<file path="src/rtl/key_conditioner.sv">
// Push-button conditioner: synchronize, debounce, priority-encode to a key
// code, and generate press/auto-repeat strobes for the keyboard input port.
module key_conditioner #(
    parameter int unsigned DEBOUNCE_CYCLES = 50000,
    parameter int unsigned REPEAT_DELAY    = 25000000,
    parameter int unsigned REPEAT_RATE     = 5000000
) (
    input  logic       clk,
    input  logic       rst,
    input  logic [6:0] rawKey,
    output logic [6:0] outKey,
    output logic       keyStrobe,
    output logic       keyHeld
);

    localparam logic [15:0] DB_LAST = 16'(DEBOUNCE_CYCLES - 1);
    localparam logic [31:0] RD_LAST = 32'(REPEAT_DELAY - 1);
    localparam logic [31:0] RR_LAST = 32'(REPEAT_RATE - 1);

    typedef enum logic [1:0] {
        S_IDLE   = 2'd0,
        S_DELAY  = 2'd1,
        S_REPEAT = 2'd2
    } state_t;

    logic [6:0]  sync1_q, sync2_q;
    logic [6:0]  cand_q, cand_d;
    logic [15:0] cnt_q, cnt_d;
    logic [6:0]  stable_q, stable_d;
    logic [6:0]  outKey_q, key_d;
    logic        strobe_q, strobe_d;
    logic [31:0] rcnt_q, rcnt_d;
    state_t      state_q, state_d;

    logic key_off, key_new, exp_delay, exp_rate;

    always_comb begin
        cand_d   = cand_q;
        cnt_d    = cnt_q;
        stable_d = stable_q;
        if (sync2_q != cand_q) begin
            cand_d = sync2_q;
            cnt_d  = '0;
        end else if (cnt_q == DB_LAST) begin
            stable_d = cand_q;
        end else begin
            cnt_d = cnt_q + 16'd1;
        end
    end

    // Lowest set button wins.
    always_comb begin
        if      (stable_q[0]) key_d = 7'd87;
        else if (stable_q[1]) key_d = 7'd65;
        else if (stable_q[2]) key_d = 7'd83;
        else if (stable_q[3]) key_d = 7'd68;
        else if (stable_q[4]) key_d = 7'd32;
        else if (stable_q[5]) key_d = 7'd81;
        else if (stable_q[6]) key_d = 7'd69;
        else                  key_d = 7'd0;
    end

    // FSM looks at the code about to be registered so the strobe lines up
    // with the first cycle outKey shows it.
    assign key_off   = (key_d == 7'd0);
    assign key_new   = (key_d != outKey_q);
    assign exp_delay = (rcnt_q == RD_LAST);
    assign exp_rate  = (rcnt_q == RR_LAST);

    always_ff @(posedge clk or posedge rst) begin
        if (rst) begin
            sync1_q  <= '0;
            sync2_q  <= '0;
            cand_q   <= '0;
            cnt_q    <= '0;
            stable_q <= '0;
            outKey_q <= '0;
            strobe_q <= 1'b0;
            rcnt_q   <= '0;
            state_q  <= S_IDLE;
        end else begin
            sync1_q  <= rawKey;
            sync2_q  <= sync1_q;
            cand_q   <= cand_d;
            cnt_q    <= cnt_d;
            stable_q <= stable_d;
            outKey_q <= key_d;
            strobe_q <= strobe_d;
            rcnt_q   <= rcnt_d;
            state_q  <= state_d;
        end
    end

    always_comb begin
        state_d = state_q;
        case (state_q)
            S_IDLE: begin
                if (!key_off) state_d = S_DELAY;
            end
            S_DELAY: begin
                if (key_off)        state_d = S_IDLE;
                else if (key_new)   state_d = S_DELAY;
                else if (exp_delay) state_d = S_REPEAT;
            end
            S_REPEAT: begin
                if (key_off)      state_d = S_IDLE;
                else if (key_new) state_d = S_DELAY;
            end
            default: state_d = S_IDLE;
        endcase
    end

    always_comb begin
        strobe_d = 1'b0;
        rcnt_d   = rcnt_q + 32'd1;
        case (state_q)
            S_IDLE: begin
                rcnt_d   = '0;
                strobe_d = !key_off;
            end
            S_DELAY: begin
                if (key_off) begin
                    rcnt_d = '0;
                end else if (key_new || exp_delay) begin
                    strobe_d = 1'b1;
                    rcnt_d   = '0;
                end
            end
            S_REPEAT: begin
                if (key_off) begin
                    rcnt_d = '0;
                end else if (key_new || exp_rate) begin
                    strobe_d = 1'b1;
                    rcnt_d   = '0;
                end
            end
            default: rcnt_d = '0;
        endcase
    end

    assign outKey    = outKey_q;
    assign keyStrobe = strobe_q;
    assign keyHeld   = (outKey_q != 7'd0);

endmodule

</file>
<file path="config.mk">
export PLATFORM = sky130hd
export DESIGN_NAME = key_conditioner
export DESIGN_NICKNAME = d
export VERILOG_FILES = /design/src/rtl/key_conditioner.sv
export SDC_FILE = /design/constraint.sdc
export NUM_CORES = 1
export LEC_CHECK = 0
export ABC_AREA = 1
export CAP_MARGIN = 20
export CORE_MARGIN = 4
export CORE_UTILIZATION = 30
export DETAILED_ROUTE_END_ITERATION = 8
export GPL_TIMING_DRIVEN = 0
export HOLD_SLACK_MARGIN = 0.06
export PLACE_DENSITY = 0.53
export SLEW_MARGIN = 30
export SYNTH_ARGS = -nofsm -noshare
export SYNTH_HDL_FRONTEND = slang
export SYNTH_SLANG_ARGS = --single-unit
</file>
<file path="constraint.sdc">
create_clock -name clk -period 2.6 [get_ports clk]
set_clock_uncertainty 0.05 [all_clocks]
set_input_delay 0.52 -clock clk [delete_from_list [all_inputs] [get_ports clk]]
set_output_delay 0.52 -clock clk [all_outputs]
set_load 0.005 [all_outputs]
</file>
==> results.tsv <==
stage	metric	value	unit
finish	Multi-input gate area	1850	um^2
clock_network	CTS tree	yes	
clock_network	H-tree Lvls	3	
timing	worst-margin pin slew	0.606	ns
floorplan	Horiz. Die Dim	128	um
power_and_ir_drop	NetSw	0.000599	W
finish	FF+latch area	2130	um^2
clock_network	CTS Root Cell	clkbuf_16	
grt	vias in the first global route	3342	
clock_network	Hold-fix buffers, CTS	0	
route	DR vias	3414	
placed_design	IO Port Bufs	16	
route	DRT Wirelength	8.79	mm
critical_path	CP Launch Type	flop	
logic_synthesis	Post-Syn Nets	538	
finish	Layout area overhead	18.4	%
finish	Final Util	36.4	%
job	total of max-cap violations	0	
finish	Non-Filler Instances	739	
floorplan	die area	16300	um^2
clock_network	clk buf depth	2	
power_and_ir_drop	Peak VDD IR	0.292	mV
floorplan	I/O pins	18	
logic_synthesis	count of different cell masters after synthesis	31	
grt	global-route wire length before repair	15.3	mm
critical_path	worst setup path class	flop to flop	
floorplan	Die Y	128	um
floorplan	core area	14000	um^2
clock_network	Worst-Skew Late Latency	0.34	ns
clock_network	CTS sink count	85	
grt	Overall Global Routing Usage	11.4	%
power_and_ir_drop	Comb power frac	2.4	%
power_and_ir_drop	Power Density	552	nW/um^2
timing	Final Max Slew Viols	0	
timing	Hold Violations, Final	0	
critical_path	crit-path max FO	5	
placed_design	Placed Cells	722	
placed_design	DP HPWL	6.49	mm
floorplan	# rows	43	
route	DRT antenna net count	0	
critical_path	Worst setup EP type	flop	
timing	post-route fraction of the period consumed by the critical path	89.0	%
power_and_ir_drop	sw frac	21.3	%
min_path	HP Class	flop to flop	
route	routed len/inst	11.9	um
finish	layout cell share with drive strength beyond 1	10.9	%
power_and_ir_drop	clock power share	49.7	%
floorplan	Initial Util	30.8	%
placed_design	GPL Wtd Cong	0.832	
power_and_ir_drop	Int Pwr	0.00222	W
logic_synthesis	Mapped Area	4300	um^2
logic_synthesis	sequential share of the synthesized area	49.4	%
route	post-route DRC violation count	0	
route	DR iter-0 viols	250	
logic_synthesis	Synth Register Bits	85	
timing	hold_ws	0.297	ns
status	outcome	finished clean	
power_and_ir_drop	Pleak	2.14	nW
grt	initial antenna violation count	0	
timing	Tmin final	2.31	ns
clock_network	Inserted Clock Buffers	9	
timing	final setup fails	0	
finish	fillers	1453	
finish	n_diodes	0	
logic_synthesis	Syn Area/Cell	8.23	um^2
logic_synthesis	Synth Instances	523	
critical_path	Required @ worst endpoint	2.78	ns
logic_synthesis	yosys synthesis warning count	0	
critical_path	Critical Path AT	2.50	ns
finish	nets@finish	569	
power_and_ir_drop	Seq pwr share	47.9	%
clock_network	Clock Pin Slew Worst Setup and Hold Paths	0.06	ns
timing	Rel. slew slack	59.2	%
grt	maximum number of pins on one net before global-route repair	30	
route	vias per cell	4.62	
grt	Overflow after GRT	0	
timing	Fmax achieved	432	MHz
route	drt pass-1 iters	4	
## power groups by stage
| stage | Sequential (W) | Combinational (W) | Clock [W] |
|---|---|---|---|
| 3_5_place_dp | 0.00137 | 0.0000712 | 0 |
| 3_3_place_gp | 0.00137 | 0.0000574 | 0 |
| 2_1_floorplan | 0.00137 | 0.0000352 | 0 |
| 4_1_cts | 0.00135 | 0.0000715 | 0.00143 |
| 6_report | 0.00135 | 0.0000676 | 0.00140 |
| 5_1_grt | 0.00135 | 0.0000787 | 0.00148 |
## cell usage after synthesis (all sizes together)
library cell   n  area, um^2
dfrtp         85        2130
o21ai         15        75.1
nand4         20         125
o31ai          1        7.51
a21oi         15        75.1
conb           1        3.75
xnor2          6        52.6
a31oi          3        18.8
nand2         97         379
ha             6        75.1
or2            2        12.5
nor3b          1        7.51
inv           70         263
a221oi         1        8.76
nor3          29         145
clkbuf         9        33.8
xor2          21         184
buf            4        35.0
nor4           6        37.5
nor2          87         407
nand3b         3        22.5
clkinv         1        3.75
nand3         40         205
## state kept, by name (all words and copies together) (netlist names)
signal / flops
outKey: 6
sync2_q: 7
state_q: 2
keyStrobe: 1
stable_q: 7
cand_q: 7
sync1_q: 7
cnt_q: 16
rcnt_q: 32
## cell type report
cell class	count	area share (%)
sequential	85	41.7
tap	180	4.42
clock buffer	9	4.42
multi-input combinational	354	36.2
clock inverter	7	1.94
inverter	71	5.30
timing repair buffer	20	4.61
buffer	13	1.35
## worst paths after layout
check / startpoint / endpoint / slack, ns / cells past startpoint
max: rcnt_q[0] / rcnt_q[24] / 0.29 / 12
min: sync1_q[3] / sync2_q[3] / 0.30 / 0
max reg2reg: rcnt_q[0] / rcnt_q[24] / 0.29 / 12
min reg2reg: sync1_q[3] / sync2_q[3] / 0.30 / 0
max in group asynchronous: rst / rcnt_q[24] / 1.46 / 4
min in group asynchronous: rst / sync2_q[6] / 0.44 / 2
## cells by family after synthesis
logic type	share of synthesized area [%]
XOR/XNOR	5.49
buffers and inverters	7.79
other	0.0871
AND/OR/NAND/NOR	31.2
AO/OA/AOI/OAI	4.30
flip-flops	49.4
adder cells (fa/ha/maj)	1.74
## metrics by stage
| stage | worst slack (ns) | setup TNS, ns | total power (W) | area, um^2 |
|---|---|---|---|---|
| 2_1_floorplan | 0.664 | 0 | 0.00141 | 4310 |
| 3_3_place_gp | 0.0588 | 0 | 0.00143 | 4690 |
| 3_5_place_dp | 0.239 | 0 | 0.00144 | 4760 |
| 4_1_cts | 0.234 | 0 | 0.00285 | 5080 |
| 5_1_grt | -0.00826 | -0.00826 | 0.00291 | 5100 |
| 6_report | 0.285 | 0 | 0.00281 | 5100 |
## layer usage
metal	share of wire [%]	track usage [%]
met4	2.1	4.74
met2	44	17.5
met5	0	0
met3	3.6	2.21
met1	50	15.7
## worst max-delay path: stages (launching register included)
cell      delay (ns)
dfrtp_1         0.40
ha_1            0.21
nand2_1         0.08
nor2_2          0.19
nand3b_1        0.20
nor2_2          0.20
nand4_1         0.24
nor2_4          0.23
nand2_1         0.09
nor2_1          0.14
nand2_1         0.06
nand3_1         0.07
nor2_1          0.05
## placed cells by master, fill, tap and decap left out, types with 6 or more instances in the layout
master            n
nor2_2           25
nand2_1          93
clkdlybuf4s50_1  16
inv_1            68
nor4_1            6
nor3_1           29
clkbuf_16         9
nand3_1          39
xnor2_1           6
dfrtp_1          85
ha_1              6
nand4_1          20
a21oi_1          15
nor2_1           59
xor2_1           21
o21ai_0          15
clkbuf_1          9
## timing repair
| item | in CTS | in global routing |
|---|---|---|
| buffers inserted | 0 | 1 |
| endpoints found under the setup margin | 0 | 1 |
| resized for setup | 0 | 1 |
Power figures use the tool's default switching activity.
==> variant 1: new RTL, same flow settings <==
The 3 states of `state_t` get a one-hot encoding in 3 bits.
--- a/src/rtl/key_conditioner.sv
+++ b/src/rtl/key_conditioner.sv
@@ -18,8 +18,8 @@
     localparam logic [31:0] RR_LAST = 32'(REPEAT_RATE - 1);
 
-    typedef enum logic [1:0] {
-        S_IDLE   = 2'd0,
-        S_DELAY  = 2'd1,
-        S_REPEAT = 2'd2
+    typedef enum logic [2:0] {
+        S_IDLE   = 3'b001,
+        S_DELAY  = 3'b010,
+        S_REPEAT = 3'b100
     } state_t;
 
Behaviour: no difference found for any inputs over 10 cycles, from zero or initial values and one cycle with rst high; not proved beyond that.
==> variant 1 against the original RTL <==
- total power about the same
- synthesized area down 1.5%
- cell area down 1.7%
- sequential cell count up 1
- wire length down 5.9%
- synthesized cell count down 5.0%
- setup slack better by 92 ps
==> variant 1: results <==
routing:
  routedWlPerCell_microns: 11.6
  drtIter0Drc: 222
  first_pass_iters: 5
  drc: 0
  num_vias: 3243
worst_setup_path:
  cp_data_arrival_time_ps: 2370
  slowest_stage: "nor4_1"
  endpoint_kind: "register"
  reg2reg_slack_ps: 380
  crit_fanout: 10
  crit_path_start_kind: "register"
  r2r-start: "rcnt_q[0]$_DFF_PP0_"
  critical-path-top-delay-family: "simple AND/OR/NAND/NOR gates"
  slowest_delay_ps: 450
  rr_worst_depth: 11
  r2r_end: "rcnt_q[8]$_DFF_PP0_"
pwr:
  seq_power_share: 0.485
  power.switching_w: 0.000586
  powerClk_w: 0.00138
  vdd_drop_max_mv: 0.329
  cellLeakagePower_nw: 2.12
  clockPowerShare: 0.491
timing:
  setup_tns_ps: 0
  max-slew-margin-rel: 0.639
  drv_slew: 0
hold_path:
  hold_path_end: "sync2_q[3]$_DFF_PP0_"
  min_path_type: "register to register"
global_route:
  grt_usage: 0.110
  grt_pass1_wl_microns: 14800
  antenna_found_initial: 0
floorplan:
  die_x_microns: 127
synthesis:
  synth_nets: 508
  yosysSeqAreaShare: 0.508
  ys_warn_count: 0
  synth.top_cells.by_count: "nand2_1 (93), dfrtp_1 (85), nor2_1 (78), inv_1 (56), nand3_1 (34)"
  synth-async-reset-ratio: 1.00
  syn_inst: 497
  synthTopCellsByArea: "dfrtp_1 (50%), nand2_1 (8.2%), nor2_1 (6.9%)"
  synthDistinctLibCells: 36
finish:
  nNetsFinal: 538
  final_cells: 711
  nFillCells: 1417
  largestRegisters: "rcnt_q x32, cnt_q x16"
  antenna_cells: 0
  drive_above_1_share: 0.107
  syn2layout_area_growth_pct: 18.3
placement:
  hpwlAfterDp_microns: 6120
  place_congestion: 0.793
  place.port_buffers: 16
  dpl.cell_count: 696
cts:
  cts_root_buffer: "clkbuf_16"
  cts_setup_buffers: 0
  clk_path_buf_depth: 2
  cts_made_buffers: 9
  cts-htree-levels: 3
status:
  outcome: "finished, final reports clean"
==> variant 1: cell count changes in the layout (fill, tap and decap cells not counted), moves of 6 or more <==
| cell | before | now |
|---|---|---|
| o21ai_0 | 15 | 9 |
| xor2_1 | 21 | 15 |
| nor2_1 | 59 | 78 |
| nor3_1 | 29 | 18 |
| mux2_2 | 0 | 6 |
| inv_1 | 68 | 55 |
| nand4_1 | 20 | 13 |
| nor2_2 | 25 | 4 |
==> variant 1: cells by family (layout without fill, tap and decap cells) <==
kind of cell | count (synthesis) | count (layout) | synth area share
other cells | 1 | 1 | 0.000885
flops | 86 | 86 | 0.508
buf+inv | 74 | 108 | 0.0717
fa+ha+maj | 2 | 2 | 0.00590
compound gates | 38 | 38 | 0.0526
mux | 6 | 6 | 0.0159
xor+xnor | 21 | 21 | 0.0434
simple gates | 269 | 269 | 0.301
==> variant 1: layout make-up <==
class / count / area (sq um) / area share
flip-flops and latches: 86 / 2150 / 0.430
plain buffers: 13 / 75.1 / 0.0150
well taps: 180 / 225 / 0.0449
inverters: 61 / 233 / 0.0464
repair buffers: 19 / 228 / 0.0454
clock buffers: 9 / 225 / 0.0449
multi-input cells: 337 / 1780 / 0.355
clock inverters: 6 / 92.6 / 0.0185
==> variant 1: metal layers <==
metal / track usage / part of all wire
met5: 0 / 0
met4: 0.0397 / 0.014
met3: 0.0215 / 0.035
met2: 0.172 / 0.45
met1: 0.153 / 0.50
==> variant 1: through the flow <==
step | hold slack [ps] | area, sq um | setup WS (ps)
after floorplan | 281 | 4240 | 807
after global placement | 283 | 4630 | 53.0
after detailed placement | 285 | 4690 | 394
after CTS | 300 | 5010 | 360
after global routing | 305 | 5010 | 170
final | 298 | 5010 | 377
==> variant 2: new RTL, same flow settings <==
Without the edit above. `DEBOUNCE_CYCLES`: 50000 -> 25000.
--- a/src/rtl/key_conditioner.sv
+++ b/src/rtl/key_conditioner.sv
@@ -2,5 +2,5 @@
 // code, and generate press/auto-repeat strobes for the keyboard input port.
 module key_conditioner #(
-    parameter int unsigned DEBOUNCE_CYCLES = 50000,
+    parameter int unsigned DEBOUNCE_CYCLES = 25000,
     parameter int unsigned REPEAT_DELAY    = 25000000,
     parameter int unsigned REPEAT_RATE     = 5000000
Formal check against the unedited RTL: same outputs for any inputs over 10 cycles, from zero or initial values and one cycle with rst high; that may be too few to reach the edited logic, so the function may still have changed.
==> variant 2 against the original RTL <==
- sequential cell count did not move
- synthesized area grew 5.5%
- critical path depth decreased by 2
- total power is 8.1% lower
- cell area rose by 4.2%
- wire length increased by 0.75%
- setup slack improved by 130 ps
- critical endpoint unchanged
==> variant 2: results <==
cts:
  clkLatencyLatePin_ps: 340
  cts_made_buffers: 9
  cts.reportedPaths.clkPinSlew_ps: 60
  clk_path_buf_depth: 2
  cts-htree-levels: 3
  cts_root_buffer: "clkbuf_16"
  cts_tree: "done"
  cts_setup_buffers: 0
  cts_resized: 0
finish:
  drive_above_1_share: 0.143
  nNetsFinal: 572
  largestRegisters: "rcnt_q x32, cnt_q x16"
  antenna_cells: 0
global_route:
  grt_usage: 0.114
  grt_max_degree: 23
  grt_pass1_wl_microns: 15700
  antenna_found_initial: 0
hold_path:
  holdPathStages: 0
  hold_path_end: "sync2_q[4]$_DFF_PP0_"
  worst_hold_startpoint: "sync1_q[4]$_DFF_PP0_"
  min_path_type: "register to register"
pwr:
  cellLeakagePower_nw: 2.24
  cellInternalPower_w: 0.00202
  vdd_drop_max_mv: 0.292
status:
  outcome: "finished, final reports clean"
placement:
  hpwlAfterDp_microns: 6700
  placed_area_sq_um: 5040
  place_congestion: 0.865
  place.port_buffers: 16
routing:
  drt-total-wl_microns: 8860
  drtIter0Drc: 175
  first_pass_iters: 5
  num_vias: 3359
synthesis:
  synth_mux_area_frac: 0
  yosysSeqAreaShare: 0.468
  synth_compound_area_frac: 0.0479
  yosys.area_share.adder: 0.0165
  synthDistinctLibCells: 39
  synth_nets: 541
  synth_xor_area_frac: 0.0579
  synth.top_cells.by_count: "dfrtp_1 (85), nand2_1 (85), inv_1 (65), nor2_1 (62), nand3_1 (34)"
  ys_warn_count: 0
  synthTopCellsByArea: "dfrtp_1 (47%), nand2_1 (7.0%), inv_1 (5.4%)"
  synth-async-reset-ratio: 1.00
worst_setup_path:
  r2r-start: "rcnt_q[0]$_DFF_PP0_"
  crit_fanout: 3
  reg2reg_slack_ps: 410
  r2r_end: "rcnt_q[24]$_DFF_PP0_"
  rr_worst_depth: 10
  cp_data_arrival_time_ps: 2360
timing:
  worstMarginPinSlew_ps: 543
variant 2: cell count changes after synthesis, moves of 8 or more:
cell,delta
nand2_2,+8
inv_2,+8
nand2_1,-8
nand4_1,+8
nor2_4,+19
nor2_2,-23
nor3_1,-17
variant 2: worst max-delay path by stage:
stage | from | to | slack [ps] | cells past startpoint
floorplan | rcnt_q[0]$_DFF_PP0_ | rcnt_q[24]$_DFF_PP0_ | 800 | 10
global placement | rst | outKey[1]$_DFF_PP0_ | 40 | 2
detailed placement | rcnt_q[0]$_DFF_PP0_ | rcnt_q[30]$_DFF_PP0_ | 430 | 10
CTS | rcnt_q[0]$_DFF_PP0_ | rcnt_q[24]$_DFF_PP0_ | 410 | 10
global route | rcnt_q[0]$_DFF_PP0_ | rcnt_q[30]$_DFF_PP0_ | 210 | 10
finish | rcnt_q[0]$_DFF_PP0_ | rcnt_q[24]$_DFF_PP0_ | 410 | 10
variant 2: through the flow:
stage               total power [W]  hold WS (ps)  setup slack [ps]  instances
CTS                         0.00265           300               412        745
global route                0.00270           307               208        745
floorplan                   0.00140           281               803        526
global placement            0.00143           286              43.2        726
detailed placement          0.00145           285               435        730
finish                      0.00259           297               412        745
variant 2: power groups by stage:
stage	clock network [W]	registers, W	logic (W)
after CTS	0.00122	0.00135	0.0000797
after global placement	0	0.00137	0.0000576
after detailed placement	0	0.00137	0.0000794
after global routing	0.00127	0.00135	0.0000859
after floorplan	0	0.00137	0.0000338
final	0.00116	0.00135	0.0000751
variant 2: cell families after synthesis:
kind of cell,Yosys count
other,1
buffers and inverters,88
XOR/XNOR,30
AO/OA/AOI/OAI,39
AND/OR/NAND/NOR,277
flip-flops,85
adder cells (fa/ha/maj),6
variant 2: area by class of cell:
cell class / count / area (sq um)
plain buffers: 14 / 91.3
multi-input cells: 353 / 2040
clock inverters: 6 / 41.3
fillers: 1480 / 9390
flip-flops and latches: 85 / 2130
repair buffers: 20 / 270
inverters: 74 / 282
clock buffers: 9 / 225
well taps: 184 / 230
variant 2: worst max-delay path, stage by stage, from the launching register on:
cell and delay, ps:
dfrtp_1 370, ha_1 200, nand2_1 80, nor2_1 150, nand2_1 110, nor2_2 180
nand4_1 210, nor3_2 290, nand2_1 120, xor2_1 250, nor2_4 60
variant 2: routing by layer:
metal,global-route usage,part of all wire,vias up
met4,0.0490,0.014,0
met2,0.186,0.48,44
met3,0.0317,0.032,10
met5,0,0,-
li1,-,-,1738
met1,0.142,0.47,1567
